`config.mk`:
```
export PLATFORM = sky130hd
export DESIGN_NAME = memory_access_unit
export DESIGN_NICKNAME = d
export VERILOG_FILES = /design/src/rtl/memory_access_unit.sv
export SDC_FILE = /design/constraint.sdc
export NUM_CORES = 1
export LEC_CHECK = 0
export CORE_MARGIN = 4
export CORE_UTILIZATION = 40
export CTS_BUF_LIST = sky130_fd_sc_hd__clkbuf_8
export CTS_CLUSTER_DIAMETER = 100
export DETAILED_ROUTE_END_ITERATION = 6
export PLACE_DENSITY_LB_ADDON = 0.08
export SLEW_MARGIN = 20
export SYNTH_ARGS = -nofsm -noshare
export SYNTH_HDL_FRONTEND = slang
export SYNTH_SLANG_ARGS = --single-unit
export TNS_END_PERCENT = 50
```
`constraint.sdc`:
```
create_clock -name clock -period 1.56 [get_ports clock]
set_input_delay 0.312 -clock clock [delete_from_list [all_inputs] [get_ports clock]]
set_output_delay 0.312 -clock clock [all_outputs]
set_load 0.01 [all_outputs]
```
`src/rtl/memory_access_unit.sv`:
```
// memory_access_unit: turns byte-granular core loads/stores into naturally-aligned bus
// transactions with lane enables, and extends load results back to the core.
module memory_access_unit #(
    parameter int DATA_SIZE = 32
) (
    input  logic                   clock,
    input  logic                   reset,
    input  logic                   core_rd_en,
    input  logic                   core_wr_en,
    input  logic [DATA_SIZE-1:0]   core_addr,
    input  logic [DATA_SIZE-1:0]   core_wr_data,
    input  logic [2:0]             core_funct3,
    output logic [DATA_SIZE-1:0]   core_rd_data,
    output logic                   core_done,
    output logic                   core_busy,
    output logic                   misaligned_load,
    output logic                   misaligned_store,
    output logic [DATA_SIZE-1:0]   mem_addr,
    output logic [DATA_SIZE-1:0]   mem_wr_data,
    output logic [DATA_SIZE/8-1:0] mem_byte_en,
    output logic                   mem_rd_en,
    output logic                   mem_wr_en,
    input  logic [DATA_SIZE-1:0]   mem_rd_data,
    input  logic                   mem_ack
);
    localparam int BYTES = DATA_SIZE / 8;
    localparam int OW = $clog2(BYTES);

    typedef enum logic [1:0] {IDLE, BUSY, DONE, FAULT} state_t;

    state_t                state_q, state_d;
    logic                  is_store_q, is_store_d;
    logic [2:0]            funct3_q, funct3_d;
    logic [OW-1:0]         offset_q, offset_d;
    logic [DATA_SIZE-1:0]  rd_data_q, rd_data_d;
    logic [DATA_SIZE-1:0]  addr_q, addr_d;
    logic [DATA_SIZE-1:0]  wdata_q, wdata_d;
    logic [BYTES-1:0]      be_q, be_d;
    logic                  done_q, done_d;
    logic                  busy_q, busy_d;
    logic                  mis_ld_q, mis_ld_d;
    logic                  mis_st_q, mis_st_d;
    logic                  rd_en_q, rd_en_d;
    logic                  wr_en_q, wr_en_d;

    logic                  misaligned;
    logic [1:0]            size_code;
    logic [BYTES-1:0]      lane_mask;
    logic [7:0]            pad;
    logic [DATA_SIZE-1:0]  shifted, up, ext;
    logic signed [DATA_SIZE-1:0] sext;

    always_comb begin
        size_code = core_funct3[1:0];
        misaligned = core_funct3 == 3'b111
                  || (DATA_SIZE == 32 && (size_code == 2'b11 || core_funct3 == 3'b110))
                  || (core_addr[2:0] & ((3'd1 << size_code) - 3'd1)) != 3'd0;
        lane_mask = ~({BYTES{1'b1}} << (4'd1 << size_code));
        // Move the lane down to bit 0, then push it to the top so one right shift extends it
        shifted = mem_rd_data >> {offset_q, 3'b000};
        pad = 8'(DATA_SIZE) - (8'd8 << funct3_q[1:0]);
        up = shifted << pad;
        sext = $signed(up) >>> pad;
        ext = funct3_q[2] ? up >> pad : sext;
    end

    always_comb begin
        state_d    = state_q;
        is_store_d = is_store_q;
        funct3_d   = funct3_q;
        offset_d   = offset_q;
        rd_data_d  = rd_data_q;
        addr_d     = addr_q;
        wdata_d    = wdata_q;
        be_d       = be_q;
        rd_en_d    = rd_en_q;
        wr_en_d    = wr_en_q;
        done_d     = 1'b0;
        mis_ld_d   = 1'b0;
        mis_st_d   = 1'b0;
        case (state_q)
            IDLE: if (core_wr_en || core_rd_en) begin
                is_store_d = core_wr_en;
                funct3_d   = core_funct3;
                if (misaligned) begin
                    state_d  = FAULT;
                    done_d   = 1'b1;
                    mis_st_d = core_wr_en;
                    mis_ld_d = !core_wr_en;
                end else begin
                    state_d  = BUSY;
                    offset_d = core_addr[OW-1:0];
                    addr_d   = {core_addr[DATA_SIZE-1:OW], {OW{1'b0}}};
                    be_d     = lane_mask << core_addr[OW-1:0];
                    wdata_d  = core_wr_data << {core_addr[OW-1:0], 3'b000};
                    rd_en_d  = !core_wr_en;
                    wr_en_d  = core_wr_en;
                end
            end
            BUSY: if (mem_ack) begin
                state_d   = DONE;
                done_d    = 1'b1;
                rd_en_d   = 1'b0;
                wr_en_d   = 1'b0;
                rd_data_d = is_store_q ? rd_data_q : ext;
            end
            default: state_d = IDLE;
        endcase
        busy_d = state_d != IDLE;
    end

    always_ff @(posedge clock) begin
        if (!reset) begin
            state_q    <= IDLE;
            is_store_q <= 1'b0;
            funct3_q   <= '0;
            offset_q   <= '0;
            rd_data_q  <= '0;
            addr_q     <= '0;
            wdata_q    <= '0;
            be_q       <= '0;
            done_q     <= 1'b0;
            busy_q     <= 1'b0;
            mis_ld_q   <= 1'b0;
            mis_st_q   <= 1'b0;
            rd_en_q    <= 1'b0;
            wr_en_q    <= 1'b0;
        end else begin
            state_q    <= state_d;
            is_store_q <= is_store_d;
            funct3_q   <= funct3_d;
            offset_q   <= offset_d;
            rd_data_q  <= rd_data_d;
            addr_q     <= addr_d;
            wdata_q    <= wdata_d;
            be_q       <= be_d;
            done_q     <= done_d;
            busy_q     <= busy_d;
            mis_ld_q   <= mis_ld_d;
            mis_st_q   <= mis_st_d;
            rd_en_q    <= rd_en_d;
            wr_en_q    <= wr_en_d;
        end
    end

    assign core_rd_data     = rd_data_q;
    assign core_done        = done_q;
    assign core_busy        = busy_q;
    assign misaligned_load  = mis_ld_q;
    assign misaligned_store = mis_st_q;
    assign mem_addr         = addr_q;
    assign mem_wr_data      = wdata_q;
    assign mem_byte_en      = be_q;
    assign mem_rd_en        = rd_en_q;
    assign mem_wr_en        = wr_en_q;
endmodule

```
==> summary.log, run 1 <==
[final_layout] proportion of layout cells with a drive suffix above 1 15.7%
[detailed_routing] number of remaining DRC errors 0
[job] number of maximum-capacitance violations 0
[synth] average instance area after synthesis 8.33 um^2
[pwr] internal power contribution 4.74 mW
[synth] cells after synthesis 612
[synth] mux contribution to synthesized area 9.40%
[pwr] switching power of the nets 1.93 mW
[place] HPWL reported at the end of detailed placement 13100 um
[pwr] Final Power 6.67 mW
[grt] wire length of the first global-routing pass 27500 um
[worst_setup_path] capturing element type of the critical path flop
[place] routability congestion estimate 0.932
[pwr] portion of total power attributed to the clock network 25.9%
[synth] ys flop type dfxtp_1
[cts] CTS max path bufs 2
[synth] compound-gate portion of the synthesized area 20.2%
[worst_setup_path] Setup crit start kind input pin
[die] DIE AREA 14600 um^2
[final_layout] Core Util, Final 66.3%
[place] Placement Setup Slack -656 ps
[sta] Final Hold Fails 0
[min_path] HP Class input pin to flop
[cts] number of levels in the clock H-tree 3
[synth] flops & latches, synth 112
[die] Core ar. 12300 um^2
[sta] highest attainable clock frequency 0.652 GHz
[synth] fraction of registers with async set/reset 0%
[synth] distinct cell type count after synthesis 48
[pwr] fraction of power spent switching nets 28.9%
[grt] vias in the first global route 5328
[pwr] portion of total power attributed to combinational logic 27.2%
[detailed_routing] DRT Pass-1 Iters 5
[worst_setup_path] critical path data required time 1880 ps
[sta] summed negative setup slack over all endpoints 0 ps
[die] I/O pin total 210
[worst_setup_path] critical path type input pin to flop
[synth] Seq/Total Area, Yosys 44.0%
[pwr] power density of the placed cells 820 nW/um^2
[grt] pin count of the biggest net entering global routing 41
[pwr] Sequential Power Share 46.9%
[grt] GR Util All Layers 23.7%
[grt] grt total ovfl 0
[synth] Synth Area in XOR/XNOR 0.343%
[sta] minimum period implied by the final worst setup slack 1530 ps
[sta] Final Max Slew Viols 0
[synth] combinational family with the most area after synthesis simple AND/OR/NAND/NOR gates
[synth] Yosys warning count 0
[pwr] P_leak 3.66 nW
[detailed_routing] Routed WL 17900 um
[cts] clock root buffer clkbuf_8
[worst_setup_path] arrival time worst endpoint 1850 ps
[pwr] Max VDD drop 0.750 mV
[cts] clock tree from TritonCTS done
[cts] Skew-Pair Late Insertion Delay 390 ps
[sta] final setup slack of the worst path 26.5 ps
[die] height of the die 121 um
[run_status] status completed
[synth] number of enable-type register cells in the synthesized netlist 0
[synth] area of the mapped netlist 5100 um^2
[detailed_routing] Iter 0 DRT Violations 382
[sta] setup clock skew after layout 9.21 ps
[cts] clock buffer count from CTS 9
[cts] CTS hold repair buffers 0
[worst_setup_path] CP max FO 18
[sta] setup repair after global routing missed its margin true
[detailed_routing] total number of vias 5416
[synth] Post-Synth Simple-Gate Area 20.9%
[detailed_routing] detail-routed net length per standard cell 17.3 um
[final_layout] layout net count 967
[detailed_routing] via-per-instance ratio 5.23
[die] starting density of the core 41.6%
[final_layout] P&R area growth vs syn 59.5%
[die] Die X 121 um
[grt] initial antenna violation count 1
[synth] Post-Synth Adder-Cell Area 0%
[cts] clock sinks 112
[detailed_routing] count of nets left with antenna violations after detail routing 0
[sta] count of final setup violators 0
[final_layout] Antenna Diode Count 0
[cts] clock transition time at the flip-flop clock pins of the worst setup and hold paths 90 ps
[place] Port Buffers 207
[die] Core Rows 40
[sta] share of the cycle needed by the critical path after routing 98.3%
## layout by cell type, fill, tap and decap left out, types with 4 or more instances in the layout
cell               n
dfxtp_1          109
a21oi_2           10
nor2b_1            8
nor3_1             9
and2_1            14
dlygate4sd2_1    108
a32oi_1            7
nand3_1           16
buf_4             66
nor2_1            26
buf_6              5
inv_1              6
o211ai_1           9
clkdlybuf4s50_1   96
clkbuf_8          10
o21ai_0           21
or3_1              6
a211o_1           15
mux2i_1           31
nand3b_1           4
and3_1             8
mux2_2            10
buf_12             7
a21oi_1           88
o21ai_1            5
nand2_1          117
## per-layer routing
layer / vias to the layer above / GRT usage [%] / wire length [um]
met1: 2528 / 28.8 / 7290
met3: 31 / 9.88 / 1720
met4: 2 / 7.37 / 404
li1: 2646 / - / -
met2: 209 / 38.1 / 8500
met5: - / 0 / 34
## timing repair
item	4_1_cts	5_1_grt
pin swaps	2	7
gates cloned	2	3
setup buffers	2	3
resized for setup	119	27
endpoints found under the setup margin	177	81
## worst max-delay path, cell delays in order
cell and delay (ps):
dlygate4sd2_1 320, nor4_4 320, o221ai_4 190, buf_12 180
or3_4 380, a21oi_2 140
## state kept, by name (all words and copies together), names as in the netlist
register	cells
mem_byte_en	4
mem_rd_en	1
is_store_q	1
core_rd_data	32
misaligned_store	1
core_done	1
funct3_q	3
mem_wr_en	1
core_busy	1
misaligned_load	1
mem_addr	30
mem_wr_data	32
offset_q	2
state_q	2
## cell usage after synthesis, types with 2 or more instances
master     instances  area [um^2]
or3_1              9         56.3
o21ai_1            5         25.0
nand3b_1           4         30.0
and3_1             8         50.1
inv_1              4         15.0
clkbuf_1          18         67.6
mux2_2            10          113
o21ai_0           21          105
mux2_1             3         33.8
buf_4              3         22.5
a211o_1           15          131
dfxtp_1          112         2240
mux2i_1           31          310
nand2_1          117          439
nor2_1            28          105
o211ai_1           9         67.6
buf_2             29          145
nand2b_1           2         12.5
and2_1            15         93.8
o221ai_1           3         26.3
nor3_1            10         50.1
o2bb2ai_1          3         26.3
a22oi_1            2         15.0
nor2b_1            9         56.3
a21oi_1           98          490
a32oi_1            7         61.3
nand3_1           16         80.1
## power groups by stage
stage | combinational [mW] | clock (mW) | sequential [mW]
2_1_floorplan | 0.711 | 0 | 3.25
3_3_place_gp | 1.72 | 0 | 3.20
3_5_place_dp | 1.75 | 0 | 3.20
4_1_cts | 1.72 | 1.79 | 3.13
5_1_grt | 1.95 | 1.89 | 3.16
6_report | 1.81 | 1.73 | 3.13
## per-stage QoR
stage | cell area, um^2 | hold slack (ps) | instances
final | 8140 | 383 | 1035
after CTS | 7950 | 438 | 1029
after detailed placement | 7770 | 444 | 1010
after floorplan | 5100 | 384 | 613
after global placement | 7770 | 442 | 1010
after global routing | 8140 | 365 | 1035
## area by class of cell
class,instances,area (um^2)
clock inverters,5,50.0
well taps,168,210
flip-flops and latches,112,2250
repair buffers,290,2770
clock buffers,10,138
inverters,5,18.8
multi-input cells,445,2700
fillers,1108,4130
## final timing paths
check	from	endpoint	slack, ps	depth (start not counted)
max	core_funct3[0]	mem_wr_data[13]	30	6
min	core_wr_en	misaligned_load	380	3
max reg2reg	state_q[1]	mem_wr_data[13]	40	6
min reg2reg	mem_addr[23]	mem_addr[23]	460	2
## logic make-up after synthesis
logic type | count (synthesis)
AND/OR/NAND/NOR | 224
AO/OA/AOI/OAI | 172
flip-flops | 112
buffers and inverters | 56
multiplexers | 45
XOR/XNOR | 2
other | 1
No activity file was read; power rests on OpenSTA's default activity.
==> run 2, diff against run 1 <==
- CORE_UTILIZATION: 40 -> 39
- CTS_BUF_LIST: sky130_fd_sc_hd__clkbuf_8 -> default
==> run 2 against run 1 <==
Against the previous run: sequential power about the same; largest power group unchanged; non-clock buffer count up 2; routed wire length fell by 1.7%.
==> summary.log, run 2 (synthesis gave the netlist of run 1 again) <==
[min_path] HP Class input pin to flop
[grt] grt total ovfl 0 [unchanged]
[cts] clock sinks 112 [unchanged]
[final_layout] proportion of layout cells with a drive suffix above 1 15.5% [-0.17 points]
[sta] slew at the pin closest to its max-slew limit 498 ps
[final_layout] most frequent standard cell in the layout excluding fill and tap cells nand2_1
[cts] clock buffer count from CTS 9 [unchanged]
[pwr] portion of total power attributed to combinational logic 25.5% [-1.7 points]
[grt] vias in the first global route 5267 [-1.1%]
[detailed_routing] number of remaining DRC errors 0 [unchanged]
[worst_setup_path] depth of the worst register-to-register path 4 [-2]
[worst_setup_path] reg-to-reg critical path endpoint core_rd_data[8]
[detailed_routing] via-per-instance ratio 5.17 [-1.2%]
[pwr] portion of total power attributed to the clock network 31.7% [+5.8 points]
[grt] wire length of the first global-routing pass 26500 um [-3.6%]
[pwr] P_leak 4.10 nW [+12%]
[worst_setup_path] critical path type input pin to flop
[detailed_routing] detail-routed net length per standard cell 16.9 um [-2.4%]
[min_path] hold path start core_funct3[2]
[die] Die X 122 um [+1.2%]
[pwr] Sequential Power Share 42.8% [-4.1 points]
[sta] setup clock skew after layout 6.07 ps [-3.14 ps]
[die] DIE AREA 15000 um^2 [+2.4%]
[final_layout] Register Area 2250 um^2 [-0.22%]
[sta] setup repair after global routing missed its margin true
[place] Port Buffers 207 [unchanged]
[sta] share of the cycle needed by the critical path after routing 98.7% [+0.43 points]
[die] height of the die 122 um [+1.2%]
[final_layout] Antenna Diode Count 0 [unchanged]
[pwr] Max VDD drop 0.518 mV [-31%]
[die] I/O pin total 210 [unchanged]
[pwr] switching power of the nets 2.02 mW [+4.8%]
[min_path] Worst Hold End funct3_q[2]
[cts] clock transition time at the flip-flop clock pins of the worst setup and hold paths 70 ps [-20 ps]
[grt] pin count of the biggest net entering global routing 46 [+12%]
[sta] highest attainable clock frequency 0.649 GHz [-0.43%]
[sta] minimum period implied by the final worst setup slack 1540 ps [+6.63 ps]
[worst_setup_path] capturing element type of the critical path flop
[place] Placement Setup Slack -611 ps [+44.8 ps]
[place] HPWL reported at the end of detailed placement 12700 um [-3.0%]
[worst_setup_path] worst flop-to-flop path startpoint offset_q[0]
[cts] clock root buffer clkbuf_16
[cts] CTS max path bufs 2 [unchanged]
[cts] number of levels in the clock H-tree 3 [unchanged]
[worst_setup_path] library cell contributing the largest single delay on the critical path mux4_2
[pwr] fraction of power spent switching nets 27.8% [-1.1 points]
[sta] Final Max Slew Viols 0 [unchanged]
[pwr] internal power contribution 5.26 mW [+11%]
[run_status] status completed
[place] routability congestion estimate 0.848 [-9.0%]
[detailed_routing] count of nets left with antenna violations after detail routing 0 [unchanged]
[grt] initial antenna violation count 0 [-1]
[job] number of maximum-capacitance violations 0 [unchanged]
[sta] summed negative setup slack over all endpoints 0 ps [unchanged]
[worst_setup_path] biggest cell delay along the critical path 480 ps [+100 ps]
[detailed_routing] DRT Pass-1 Iters 5 [unchanged]
[die] Core ar. 12700 um^2 [+3.8%]
[detailed_routing] total number of vias 5389 [-0.50%]
[min_path] number of stages on the worst hold path 4 [+1]
[pwr] power density of the placed cells 872 nW/um^2 [+6.3%]
[worst_setup_path] CP max FO 2 [-16]
[sta] final setup slack of the worst path 19.8 ps [-6.63 ps]
[sta] Final Hold Fails 0 [unchanged]
[worst_setup_path] arrival time worst endpoint 1780 ps [-70 ps]
[grt] GR Util All Layers 22.5% [-1.2 points]
[detailed_routing] Routed WL 17600 um [-1.7%]
[final_layout] Filler Cell Count 1146 [+3.4%]
[worst_setup_path] cells along the critical path clkdlybuf4s50_1 > mux4_2 > and2_4 > o21bai_1 > a41o_1
[worst_setup_path] slack of the worst reg-to-reg path 40 ps [about the same]
[sta] Max transition margin 66.7%
[final_layout] footprint of the multi-input gates 2680 um^2 [-0.65%]
[cts] CTS hold repair buffers 0 [unchanged]
[worst_setup_path] Setup crit start kind input pin
[cts] Skew-Pair Late Insertion Delay 350 ps [-40 ps]
[detailed_routing] Iter 0 DRT Violations 211 [-45%]
[die] starting density of the core 40.1% [-1.5 points]
[worst_setup_path] critical path data required time 1800 ps [-80 ps]
[die] Core Rows 41 [+2.5%]
[final_layout] layout net count 969 [+0.21%]
[cts] clock tree from TritonCTS done
[sta] count of final setup violators 0 [unchanged]
[final_layout] highest-count cells in the layout ignoring fill and taps nand2_1, dfxtp_1, clkdlybuf4s50_1
[final_layout] P&R area growth vs syn 63.8%
run 2: worst max path at each step:
| stage | startpoint | end | slack (ps) | cells after the start |
|---|---|---|---|---|
| after global placement | core_funct3[0] | mem_wr_data[29] | -560 | 7 |
| after detailed placement | core_funct3[0] | mem_wr_data[29] | -610 | 7 |
| after floorplan | offset_q[1] | core_rd_data[16] | 10 | 6 |
| after global routing | state_q[0] | mem_wr_data[12] | -20 | 6 |
| final | mem_rd_data[7] | core_rd_data[8] | 20 | 5 |
| after CTS | mem_rd_data[31] | core_rd_data[8] | -20 | 5 |
run 2: repair_timing:
| action | 4_1_cts | 5_1_grt |
|---|---|---|
| buffers inserted | 1 | 2 |
| endpoints found under the setup margin | 155 | 101 |
| cloned | 1 | 6 |
| gates resized for setup | 83 | 55 |
| endpoints found under the hold margin | 0 | 0 |
| pin swaps | 2 | 8 |
run 2: final cells by class:
cell class	count	area share, %
Timing Repair Buffer	292	34.7
Multi-Input combinational cell	445	32.1
Clock inverter	4	0.659
Inverter	5	0.225
Sequential cell	112	26.9
Tap cell	172	2.58
Clock buffer	12	2.83
run 2: metrics by stage:
stage                     hold WS (ps)  util [%]  power (mW)  std cells  area [um^2]
after detailed placement           446      61.4        4.98       1016         7810
after CTS                          452      63.6        7.26       1034         8090
after global placement             438      61.4        4.95       1016         7810
after global routing               443      65.7        7.61       1042         8350
final                              380      65.7        7.28       1042         8350
after floorplan                    384         -        3.96        613         5100
run 2: power groups by stage:
stage                     clock network (mW)  registers, mW  logic, mW
after floorplan                            0           3.25      0.711
after global placement                     0           3.18       1.77
after detailed placement                   0           3.19       1.79
after CTS                               2.37           3.12       1.76
after global routing                    2.47           3.14       2.00
final                                   2.31           3.12       1.86
run 2: layer usage:
layer	vias to the layer above	global-route usage [%]	share of wire, %
li1	2650	-	-
met1	2516	28.8	44
met2	193	35.5	46
met4	0	9.52	2.4
met3	30	6.59	8.0
met5	-	0	0
run 2: worst max-delay path, delay by kind of cell:
kind | cells | cell delay [ps]
AO/OA/AOI/OAI | 2 | 370
buffers and inverters | 1 | 440
multiplexers | 1 | 480
AND/OR/NAND/NOR | 1 | 180
==> run 3, diff against run 2 <==
- CORE_UTILIZATION: 39 -> 30
==> run 3 against run 2 <==
Against the previous run: first-iteration DRC count decreased by 3.3%; register-to-register slack about the same; core utilization decreased by 15 points.
==> summary.log, run 3 (synthesis gave the netlist of run 1 again) <==
[detailed_routing] detail-routed net length per standard cell 16.6 um [-1.9%]
[cts] CTS hold repair buffers 0 [unchanged]
[final_layout] Antenna Diode Count 0 [unchanged]
[worst_setup_path] capturing element type of the critical path flop
[grt] grt total ovfl 0 [unchanged]
[job] number of maximum-capacitance violations 0 [unchanged]
[min_path] HP Class input pin to flop
[detailed_routing] Iter 0 DRT Violations 204 [-3.3%]
[cts] clock buffer count from CTS 9 [unchanged]
[worst_setup_path] slack of the worst reg-to-reg path 50 ps [about the same]
[die] I/O pin total 210 [unchanged]
[grt] wire length of the first global-routing pass 29200 um [+10%]
[cts] number of levels in the clock H-tree 3 [unchanged]
[grt] initial antenna violation count 0 [unchanged]
[detailed_routing] DRT Pass-1 Iters 4 [-1]
[worst_setup_path] CP bufs+invs 1 [unchanged]
[worst_setup_path] biggest cell delay along the critical path 480 ps [about the same]
[pwr] fraction of power spent switching nets 27.4% [-0.42 points]
[worst_setup_path] family with the most delay on the worst path multiplexers
[sta] share of the cycle needed by the critical path after routing 97.6% [-1.1 points]
[cts] CTS max path bufs 2 [unchanged]
[run_status] status completed
[place] routability congestion estimate 0.814 [-3.9%]
[place] dpl cell area 7870 um^2 [+0.74%]
[worst_setup_path] arrival time worst endpoint 1780 ps [about the same]
[worst_setup_path] critical path type input pin to flop
[sta] final hold slack 399 ps [+19.8 ps]
[sta] Final Max Slew Viols 0 [unchanged]
[sta] count of final setup violators 0 [unchanged]
[die] starting density of the core 30.6% [-9.4 points]
[cts] clock tree from TritonCTS done
[final_layout] layout net count 974 [+0.52%]
[detailed_routing] via-per-instance ratio 4.81 [-6.9%]
[final_layout] most frequent standard cell in the layout excluding fill and tap cells nand2_1
[die] Die X 138 um [+13%]
[detailed_routing] total number of vias 5270 [-2.2%]
[die] Core ar. 16600 um^2 [+31%]
[pwr] portion of total power attributed to combinational logic 24.4% [-1.1 points]
[worst_setup_path] cells along the critical path clkdlybuf4s50_1 > mux4_2 > and2_4 > o21bai_1 > a41o_1
[final_layout] Filler Cell Count 1633 [+42%]
[sta] minimum period implied by the final worst setup slack 1520 ps [-17.2 ps]
[cts] clock transition time at the flip-flop clock pins of the worst setup and hold paths 80 ps [about the same]
[detailed_routing] number of remaining DRC errors 0 [unchanged]
[final_layout] Design Area, Final 8390 um^2 [+0.46%]
[detailed_routing] Routed WL 18200 um [+3.1%]
[pwr] power density of the placed cells 894 nW/um^2 [+2.5%]
[sta] highest attainable clock frequency 0.657 GHz [+1.1%]
[final_layout] proportion of layout cells with a drive suffix above 1 16.3% [+0.83 points]
[pwr] switching power of the nets 2.05 mW [+1.5%]
[place] HPWL reported at the end of detailed placement 13500 um [+5.7%]
[worst_setup_path] Setup crit start kind input pin
[grt] GR Util All Layers 18.6% [-3.9 points]
[pwr] internal power contribution 5.45 mW [+3.6%]
[sta] Final Hold Fails 0 [unchanged]
[worst_setup_path] critical path data required time 1810 ps [about the same]
[final_layout] final std cells w/o fill 1095 [+5.1%]
[pwr] P_leak 3.95 nW [-3.7%]
[worst_setup_path] CP max FO 2 [unchanged]
[cts] clock root buffer clkbuf_16
[sta] setup clock skew after layout 8.80 ps [+2.74 ps]
[die] DIE AREA 19100 um^2 [+28%]
[pwr] Sequential Power Share 41.6% [-1.2 points]
[final_layout] footprint of the multi-input gates 2690 um^2 [+0.19%]
[cts] Skew-Pair Late Insertion Delay 350 ps [about the same]
[worst_setup_path] library cell contributing the largest single delay on the critical path mux4_2
[die] Core Rows 47 [+15%]
[cts] clock sinks 112 [unchanged]
[grt] pin count of the biggest net entering global routing 40 [-13%]
[detailed_routing] count of nets left with antenna violations after detail routing 0 [unchanged]
[final_layout] highest-count cells in the layout ignoring fill and taps nand2_1, dfxtp_1, clkdlybuf4s50_1
[final_layout] Core Util, Final 50.4% [-15 points]
[pwr] Max VDD drop 0.671 mV [+30%]
[grt] vias in the first global route 5518 [+4.8%]
[place] Port Buffers 207 [unchanged]
[final_layout] Register Area 2250 um^2 [+0.17%]
[final_layout] P&R area growth vs syn 64.5%
[sta] setup repair after global routing missed its margin true
[pwr] portion of total power attributed to the clock network 33.9% [+2.2 points]
[place] post-placement cell count 1066 [+4.9%]
[die] height of the die 138 um [+13%]
-- run 3: cell count changes in the layout (fill, tap and decap cells not counted), sizes merged --
cell	change
buf	+11
bufinv	+1
clkbuf	-9
clkdlybuf4s50	-4
dlygate4sd2	+19
dlymetal6s2s	-14
inv	+1
-- run 3: layer usage --
layer  global-route usage [%]  part of all wire [%]  vias to the layer above
li1                         -                     -                     2654
met1                     22.9                    43                     2471
met3                     7.53                   7.2                       13
met4                     3.38                  0.96                        0
met2                     31.1                    48                      132
met5                        0                     0                        -
-- run 3: worst reg2reg max path, stage by stage, from the launching register on --
cell and delay [ps]:
dfxtp_2 340, nor2_1 100, buf_4 130, o221ai_4 130
buf_12 180, buf_8 120, and3_1 180, a211o_1 220
-- run 3: worst paths after layout --
check	startpoint	cells past startpoint	endpoint
hold / removal	core_funct3[0]	4	funct3_q[0]
hold reg to reg	mem_addr[30]	2	mem_addr[30]
setup reg to reg	state_q[1]	7	mem_wr_data[16]
setup / recovery	mem_rd_data[7]	5	core_rd_data[8]
-- run 3: power groups by stage --
| stage | Sequential (mW) | Combinational [mW] | Clock (mW) |
|---|---|---|---|
| after floorplan | 3.25 | 0.711 | 0 |
| after global placement | 3.19 | 1.78 | 0 |
| after detailed placement | 3.20 | 1.79 | 0 |
| after CTS | 3.13 | 1.83 | 2.63 |
| after global routing | 3.15 | 2.00 | 2.75 |
| final | 3.12 | 1.83 | 2.55 |
-- run 3: layout make-up --
type                            count  share of cell area [%]
Clock inverter                      6                    1.07
Multi-Input combinational cell    445                    32.0
Inverter                            5                   0.224
Clock buffer                       10                    2.85
Sequential cell                   112                    26.8
Tap cell                          220                    3.28
Timing Repair Buffer              297                    33.8
-- run 3: per-stage QoR --
step                setup slack (ps)  TNS (ps)  power, mW
floorplan                       14.5         0       3.96
global placement                -576    -40650       4.97
detailed placement              -605    -43670       4.99
CTS                            0.519         0       7.59
global route                   -14.0     -15.0       7.89
finish                          37.0         0       7.50
-- run 3: repair_timing --
item                                    CTS  global route
endpoints found under the setup margin  171            49
resized for setup                       104            39
cloned                                    2             0
setup buffers                            11             0
pin swaps                                 3             3
